<file path="config.mk">
export PLATFORM = sky130hd
export DESIGN_NAME = disp7_scan
export DESIGN_NICKNAME = d
export VERILOG_FILES = /design/src/rtl/disp7_pkg.sv /design/src/rtl/disp7_frame_buf.sv /design/src/rtl/disp7_scan.sv
export SDC_FILE = /design/constraint.sdc
export NUM_CORES = 1
export LEC_CHECK = 0
export BUFFER_PORTS_ARGS = -buffer_cell sky130_fd_sc_hd__buf_2
export CORE_MARGIN = 2
export CORE_UTILIZATION = 62
export CTS_CLUSTER_DIAMETER = 40
export DETAILED_ROUTE_END_ITERATION = 10
export PLACE_DENSITY_LB_ADDON = 0.3
export SYNTH_ARGS = -nofsm -noshare
export SYNTH_HDL_FRONTEND = slang
export SYNTH_SLANG_ARGS = --single-unit
</file>
<file path="constraint.sdc">
create_clock -name clk_i -period 3.69 [get_ports clk_i]
set_input_delay 0.738 -clock clk_i [delete_from_list [all_inputs] [get_ports clk_i]]
set_output_delay 0.738 -clock clk_i [all_outputs]
set_load 0.02 [all_outputs]
</file>
<file path="src/rtl/disp7_pkg.sv">
// Shared definitions for the multiplexed seven-segment scanner:
// slot phase encoding and the all-segments-off pattern.
package disp7_pkg;

  typedef enum logic [1:0] {
    BLANK = 2'd0,
    ON    = 2'd1,
    DARK  = 2'd2
  } phase_e;

  localparam int SEG_W_MAX = 32;
  localparam logic [SEG_W_MAX-1:0] SEG_BLANK = '1;

endpackage

</file>
<file path="src/rtl/disp7_frame_buf.sv">
// Double buffer for display frames: a pending slot filled by the valid/ready
// handshake, copied into the displayed shadow only at a frame boundary.
module disp7_frame_buf
  import disp7_pkg::*;
#(
  parameter int N_DIG = 8,
  parameter int SEG_W = 8
) (
  input  logic                   clk,
  input  logic                   rst_n,
  input  logic                   boundary,
  input  logic                   valid,
  input  logic [N_DIG*SEG_W-1:0] number,
  input  logic [N_DIG-1:0]       dig_en,
  input  logic [3:0]             bright,
  output logic                   ready,
  output logic [N_DIG*SEG_W-1:0] shadow_data,
  output logic [N_DIG-1:0]       shadow_en,
  output logic [3:0]             shadow_bright
);

  localparam logic [N_DIG*SEG_W-1:0] DATA_BLANK = {N_DIG{SEG_BLANK[SEG_W-1:0]}};

  logic                   pending_full;
  logic [N_DIG*SEG_W-1:0] pending_data;
  logic [N_DIG-1:0]       pending_en;
  logic [3:0]             pending_bright;

  assign ready = ~pending_full;

  // A boundary transfer only happens while pending is full, when ready is low,
  // so transfer and capture can never collide in the same clock.
  always_ff @(posedge clk or negedge rst_n) begin
    if (!rst_n) begin
      pending_full   <= 1'b0;
      pending_data   <= DATA_BLANK;
      pending_en     <= '0;
      pending_bright <= 4'd0;
      shadow_data    <= DATA_BLANK;
      shadow_en      <= '0;
      shadow_bright  <= 4'd0;
    end else if (boundary && pending_full) begin
      shadow_data    <= pending_data;
      shadow_en      <= pending_en;
      shadow_bright  <= pending_bright;
      pending_full   <= 1'b0;
    end else if (valid && !pending_full) begin
      pending_data   <= number;
      pending_en     <= dig_en;
      pending_bright <= bright;
      pending_full   <= 1'b1;
    end
  end

endmodule

</file>
<file path="src/rtl/disp7_scan.sv">
// Time-multiplexed seven-segment driver: one slot of 2^DIV_W clocks per digit,
// with leading anti-ghost blanking and 16-step PWM brightness inside each slot.
module disp7_scan
  import disp7_pkg::*;
#(
  parameter int N_DIG     = 8,
  parameter int SEG_W     = 8,
  parameter int DIV_W     = 14,
  parameter int BLANK_CYC = 16
) (
  input  logic                   clk_i,
  input  logic                   rst_ni,
  input  logic                   frame_valid_i,
  output logic                   frame_ready_o,
  input  logic [N_DIG*SEG_W-1:0] number_i,
  input  logic [N_DIG-1:0]       dig_en_i,
  input  logic [3:0]             bright_i,
  output logic                   frame_sync_o,
  output logic [SEG_W-1:0]       seg_o,
  output logic [N_DIG-1:0]       an_o
);

  localparam int DIG_W = (N_DIG > 1) ? $clog2(N_DIG) : 1;
  localparam logic [DIG_W-1:0] DIG_LAST = DIG_W'(N_DIG - 1);

  logic [DIV_W-1:0]       cnt;
  logic [DIG_W-1:0]       dig;
  logic                   boundary;
  logic [N_DIG*SEG_W-1:0] shadow_data;
  logic [N_DIG-1:0]       shadow_en;
  logic [3:0]             shadow_bright;
  phase_e                 phase;
  logic [SEG_W-1:0]       seg_next;
  logic [N_DIG-1:0]       an_next;

  assign boundary     = (dig == DIG_LAST) && (cnt == '1);
  assign frame_sync_o = boundary;

  disp7_frame_buf #(
    .N_DIG(N_DIG),
    .SEG_W(SEG_W)
  ) u_frame_buf (
    .clk          (clk_i),
    .rst_n        (rst_ni),
    .boundary     (boundary),
    .valid        (frame_valid_i),
    .number       (number_i),
    .dig_en       (dig_en_i),
    .bright       (bright_i),
    .ready        (frame_ready_o),
    .shadow_data  (shadow_data),
    .shadow_en    (shadow_en),
    .shadow_bright(shadow_bright)
  );

  always_ff @(posedge clk_i or negedge rst_ni) begin
    if (!rst_ni) begin
      cnt <= '0;
      dig <= '0;
    end else begin
      cnt <= cnt + 1'b1;
      if (cnt == '1) begin
        dig <= (dig == DIG_LAST) ? '0 : dig + 1'b1;
      end
    end
  end

  // PWM compares the top four slot-counter bits against brightness.
  always_comb begin
    phase = DARK;
    if (cnt < DIV_W'(BLANK_CYC)) begin
      phase = BLANK;
    end else if ((cnt[DIV_W-1 -: 4] < shadow_bright) && shadow_en[dig]) begin
      phase = ON;
    end
  end

  always_comb begin
    seg_next = SEG_BLANK[SEG_W-1:0];
    an_next  = '1;
    if (phase == ON) begin
      seg_next = shadow_data[dig*SEG_W +: SEG_W];
      an_next  = ~(N_DIG'(1) << dig);
    end
  end

  always_ff @(posedge clk_i or negedge rst_ni) begin
    if (!rst_ni) begin
      seg_o <= SEG_BLANK[SEG_W-1:0];
      an_o  <= '1;
    end else begin
      seg_o <= seg_next;
      an_o  <= an_next;
    end
  end

endmodule

</file>
* Word-level counts from Yosys, hierarchy flattened
Cells that the tools add are included.
** Storage, ports and cells
- Memories kept :: 0
- RAM bits :: 0
- Register bits :: 186
- Bits in latches :: 0
- ROM bits :: 0
** Operators by class
- Equality and inequality tests :: 3
- Mux-type cells :: 9
- Reduce and logical (&&, ||, !) cells :: 7
- Multiply operators :: 0
- Order comparisons :: 3
- Divide/modulo/power cells :: 0
- Shift operators :: 2
- Bitwise logic cells :: 3
- Add/subtract/negate cells :: 2
** Operator list (number)
- $shiftx 64x7->8 :: 1
- $mux 8 :: 2
- $add 14x1->14 const B :: 1
- $eq 14x14->1 const B :: 1
- $lt 14x5->1 const B :: 1
- $not 8->8 :: 1
- $shl 1x3->8 const A :: 1
- $logic_and 1x1->1 :: 4
- $lt 3x4->1 const B :: 1
- $lt 4x4->1 :: 1
- $mux 2 :: 2
- $add 3x1->3 const B :: 1
- $bmux 1 s3 :: 1
- $eq 3x3->1 const B :: 1
- $mux 1 :: 3
- $mux 3 :: 1
- $eq 2x1->1 const B :: 1
- $not 1->1 :: 2
- $reduce_and 2->1 :: 1
- $reduce_bool 2->1 :: 1
- $logic_not 1->1 :: 1

* Logic depth before layout (Yosys ltp)
- Depth in word-level cells :: 7
- Mapped depth :: 7

* Cells and area by module
Synthesis repeated with hierarchy kept, for this count alone.
** Second synthesis, totals
- Cells, all modules :: 489
- Area total of the unflattened synthesis :: 7817.5 um^2
** By module, submodules not included
- disp7_frame_buf :: cells each 325, area an instance 5838.1 um^2, instances 1
- disp7_scan :: cells each 164, area an instance 1979.4 um^2, instances 1

* Least setup slack after synthesis
Ideal clock, no wire load.
- Path type :: reg-to-output
- From :: register cnt[0]
- To :: output port frame_sync_o
- Cell stages (with the launch flop) :: 6
- Arrival :: 1444 ps
- Required time :: 2952 ps
- Path buffers :: 0
- Path slack :: 1508 ps
- Cells stage by stage :: dfrtp_1 ha_1 and4_1 nand4_1 nor2_1 and2_1
** Between the ends
- Word-level cells in the longest chain between the ends :: 2
** Ends and longest elaborated chain
- from (decl) :: RTL line disp7_scan.sv:26 : logic [DIV_W-1:0] cnt;
- from (signal assigned) :: RTL line disp7_scan.sv:61 : cnt <= cnt + 1'b1;
- $eq 14x14->1 :: RTL line disp7_scan.sv:36 : assign boundary = (dig == DIG_LAST) && (cnt == '1);
- $logic_and 1x1->1 :: RTL line disp7_scan.sv:36
- to (decl) :: RTL line disp7_scan.sv:18 : output logic frame_sync_o,
No other way between the ends.

* Worst setup path in the final report
Same ends and word-level chain as after synthesis.

==> results by group <==
Run status
  – Status: finished clean

Place
  – Routability Congestion: approximately 0.92
  – Placed cells: between 700 and 800
  – Placed inst area: approximately 8400 um2
  – I/O Buffers: between 90 and 100
  – HPWL Detailed: ~9.6 mm

Power
  – Sequential power share: 56.3%
  – Logic pwr share: 4.4%
  – Net Sw Frac: about a fifth
  – Clock network fraction of design power: 39.3%
  – Maximum VDD drop: approximately 0.32 mV
  – P_int: 3190 uW
  – Power per Cell Area: 449 nW/um2
  – Leak: ~0.0038 uW
  – P_sw: 824 uW

Clock tree
  – TritonCTS clock tree: built
  – # hold bufs at CTS: 0
  – CTS Buf Count: 17
  – Cts repair resizes: 0
  – Sink Count: 186
  – Buffer count from post-CTS setup fixing: 0
  – H-tree depth: 4
  – Clock buffer depth: 2
  – Worst skew pair latency: roughly 430 ps
  – Clock-pin slew on the worst setup and hold paths: 60 ps
  – Clock Tree Root: clkbuf_16

Die
  – Die X: 116 um
  – Boundary Pins: between 90 and 100
  – Starting Density: around 64%
  – # rows: 40
  – Die ar.: 13500 um2
  – Core area: 12100 um2
  – Die Y: 116 um

Yosys
  – Sequential-to-total area share from yosys stat: 62.2%
  – Synth top area share: between 40% and 50%
  – Synth Area per Inst: 15.9 um2
  – Post-Syn Area: 7780 um2
  – Unique cell type count in the Yosys netlist: 33
  – Ys Warns: 0
  – Area leader, netlist: dfstp_2
  – Post-synth ARST share: 100%
  – Mapped Cells: 488
  – Register bit count reported by yosys: 186
  – Synthesized netlist net count: ~580
  – Prevailing post-synth register cell: dfstp_2
  – Ranking of synthesized cells by area: dfstp_2 49%, mux2_2 18%, dfrtp_1 14%
  – Post-synth EDFFs: 0

Final layout
  – Fin area: 8930 um2
  – Final Net Count: 675
  – Commonest non-fill, non-tap cell in the layout: dfstp_2
  – Filler Cells Inserted: 795
  – Area Growth Syn to Fin: 14.8%
  – Post-Layout Cell Count: ~770
  – Final core occ: 73.8%
  – Most frequent cells in the layout: 144 x dfstp_2, 123 x mux2_2, 95 x buf_2
  – Diode count: 0
  – Share of cells above drive strength 1: 69.5%

Worst setup path
  – Worst EP arrival: roughly 2200 ps
  – Crit start category: register
  – R2R Setup Slk: approximately 1100 ps
  – Crit path required time: approximately 3000 ps
  – Critical path peak fanout: 4
  – Reg2reg end: u_frame_buf.shadow_data[59]
  – Reg2Reg Depth: 6
  – Critical path endpoint category: primary output
  – RR Startpoint: dig[0]
  – Kind of critical path: reg -> out

Timing
  – Max-slew violations: 0
  – TNS Setup: 0 ps
  – Final Hold Fails: 0
  – Final worst-path cycle share: 78.7%
  – RSZ-0062 raised after global routing: false
  – Clk_skew: 7.33 ps
  – Maximum clock frequency: 0.345 GHz
  – # setup viols final: 0
  – Rel. slew slack: 30.4%
  – Least-Margin Pin Slew: ~1000 ps
  – Tmin final: 2900 ps

Global routing
  – Initial antenna violation count: 0
  – Vias in the first global route: 4623
  – GR Util All Layers: 23.2%
  – Largest net degree at the start of global routing: 76
  – Global route overflow: 0
  – First-pass GRT wire length: roughly 23 mm

Detailed routing
  – Met3 routed WL: 637 um
  – WL met2: between 7 and 8 mm
  – Via Count: around 4300
  – M1 WL: 6.22 mm
  – Initial drt markers: 201
  – Pre-Repair DR Iteration Count: 4
  – Routed Antenna Nets: 0
  – Max Used Layer: met4
  – Via/cell ratio: 5.59
  – WL per Instance: roughly 19 um
  – Wirelength, routed: between 10 and 15 mm
  – Residual DRC count: 0

Hold path
  – Hold crit path type: in -> async

Job
  – Maxcap violations: 0
==> how the worst max path moves through the flow <==
stage               cells past startpoint  slack (ps)                     endpoint   start
finish                                  6         790                 frame_sync_o  cnt[0]
detailed placement                      6        1130  u_frame_buf.shadow_data[51]  dig[0]
floorplan                               5        1510                 frame_sync_o  cnt[0]
CTS                                     6         810                 frame_sync_o  cnt[0]
global route                            6         680                 frame_sync_o  cnt[0]
global placement                        6        1260   u_frame_buf.shadow_data[7]  dig[0]
==> worst max-delay path: stages, from the launching register on <==
cell and delay [ps]:
dfrtp_1 380, ha_1 220, and4_1 300, nand4_1 170, nor2_1 310, and2_1 180
buf_2 160
==> power groups by stage <==
stage          clock [uW]  combinational [uW]  sequential [uW]
2_1_floorplan           0                88.4             2260
3_3_place_gp            0                 171             2290
3_5_place_dp            0                 183             2290
4_1_cts              1600                 184             2260
5_1_grt              1700                 200             2270
6_report             1580                 178             2260
==> cell type report <==
cell class	instances	area [um2]	share of cell area [%]
tap	168	210	2.35
sequential	186	4830	54.1
clock inverter	4	20.0	0.224
multi-input combinational	269	2790	31.2
clock buffer	26	479	5.36
timing repair buffer	104	572	6.40
inverter	8	30.0	0.336
==> cells by family (layout without fill, tap and decap cells) <==
kind of cell	after synthesis	count (layout)	synth area share, %
adder cells (fa/ha/maj)	10	10	1.61
flip-flops	186	186	62.2
multiplexers	173	173	27.4
buffers and inverters	33	142	2.12
XOR/XNOR	12	12	1.35
AO/OA/AOI/OAI	4	4	0.450
AND/OR/NAND/NOR	70	70	4.87
==> state kept, by name (all words and copies together) (netlist names) <==
register / cells
u_frame_buf.shadow_data: 64
cnt: 14
u_frame_buf.pending_data: 64
u_frame_buf.pending_full: 1
dig: 3
u_frame_buf.shadow_bright: 4
u_frame_buf.shadow_en: 8
an_o: 8
seg_o: 8
u_frame_buf.pending_en: 8
u_frame_buf.pending_bright: 4
==> synth_stat cells, types with 2 or more instances <==
library cell and count:
and3_1 2, mux2_2 123, nor2_1 9, dfstp_2 144, mux4_2 17, and4_1 3, nand4_1 17, mux2i_1 4
ha_1 10, inv_1 7, nand2_1 20, mux2_1 29, dfrtp_1 42, buf_2 12, nor4_1 3, clkbuf_1 9
xnor2_1 6, xor2_1 6, buf_6 3, nand3_1 9
==> layer usage <==
metal,vias to the layer above,GRT usage [%]
li1,1943,-
met1,2202,30.1
met2,107,38.2
met3,25,5.39
met4,0,9.37
met5,-,0
==> per-stage QoR <==
stage / power, uW / setup slack (ps) / hold slack (ps)
2_1_floorplan: 2350 / 1510 / 442
3_3_place_gp: 2460 / 1260 / 461
3_5_place_dp: 2470 / 1130 / 467
4_1_cts: 4050 / 812 / 301
5_1_grt: 4170 / 682 / 319
6_report: 4010 / 788 / 282
Power figures use the tool's default switching activity.
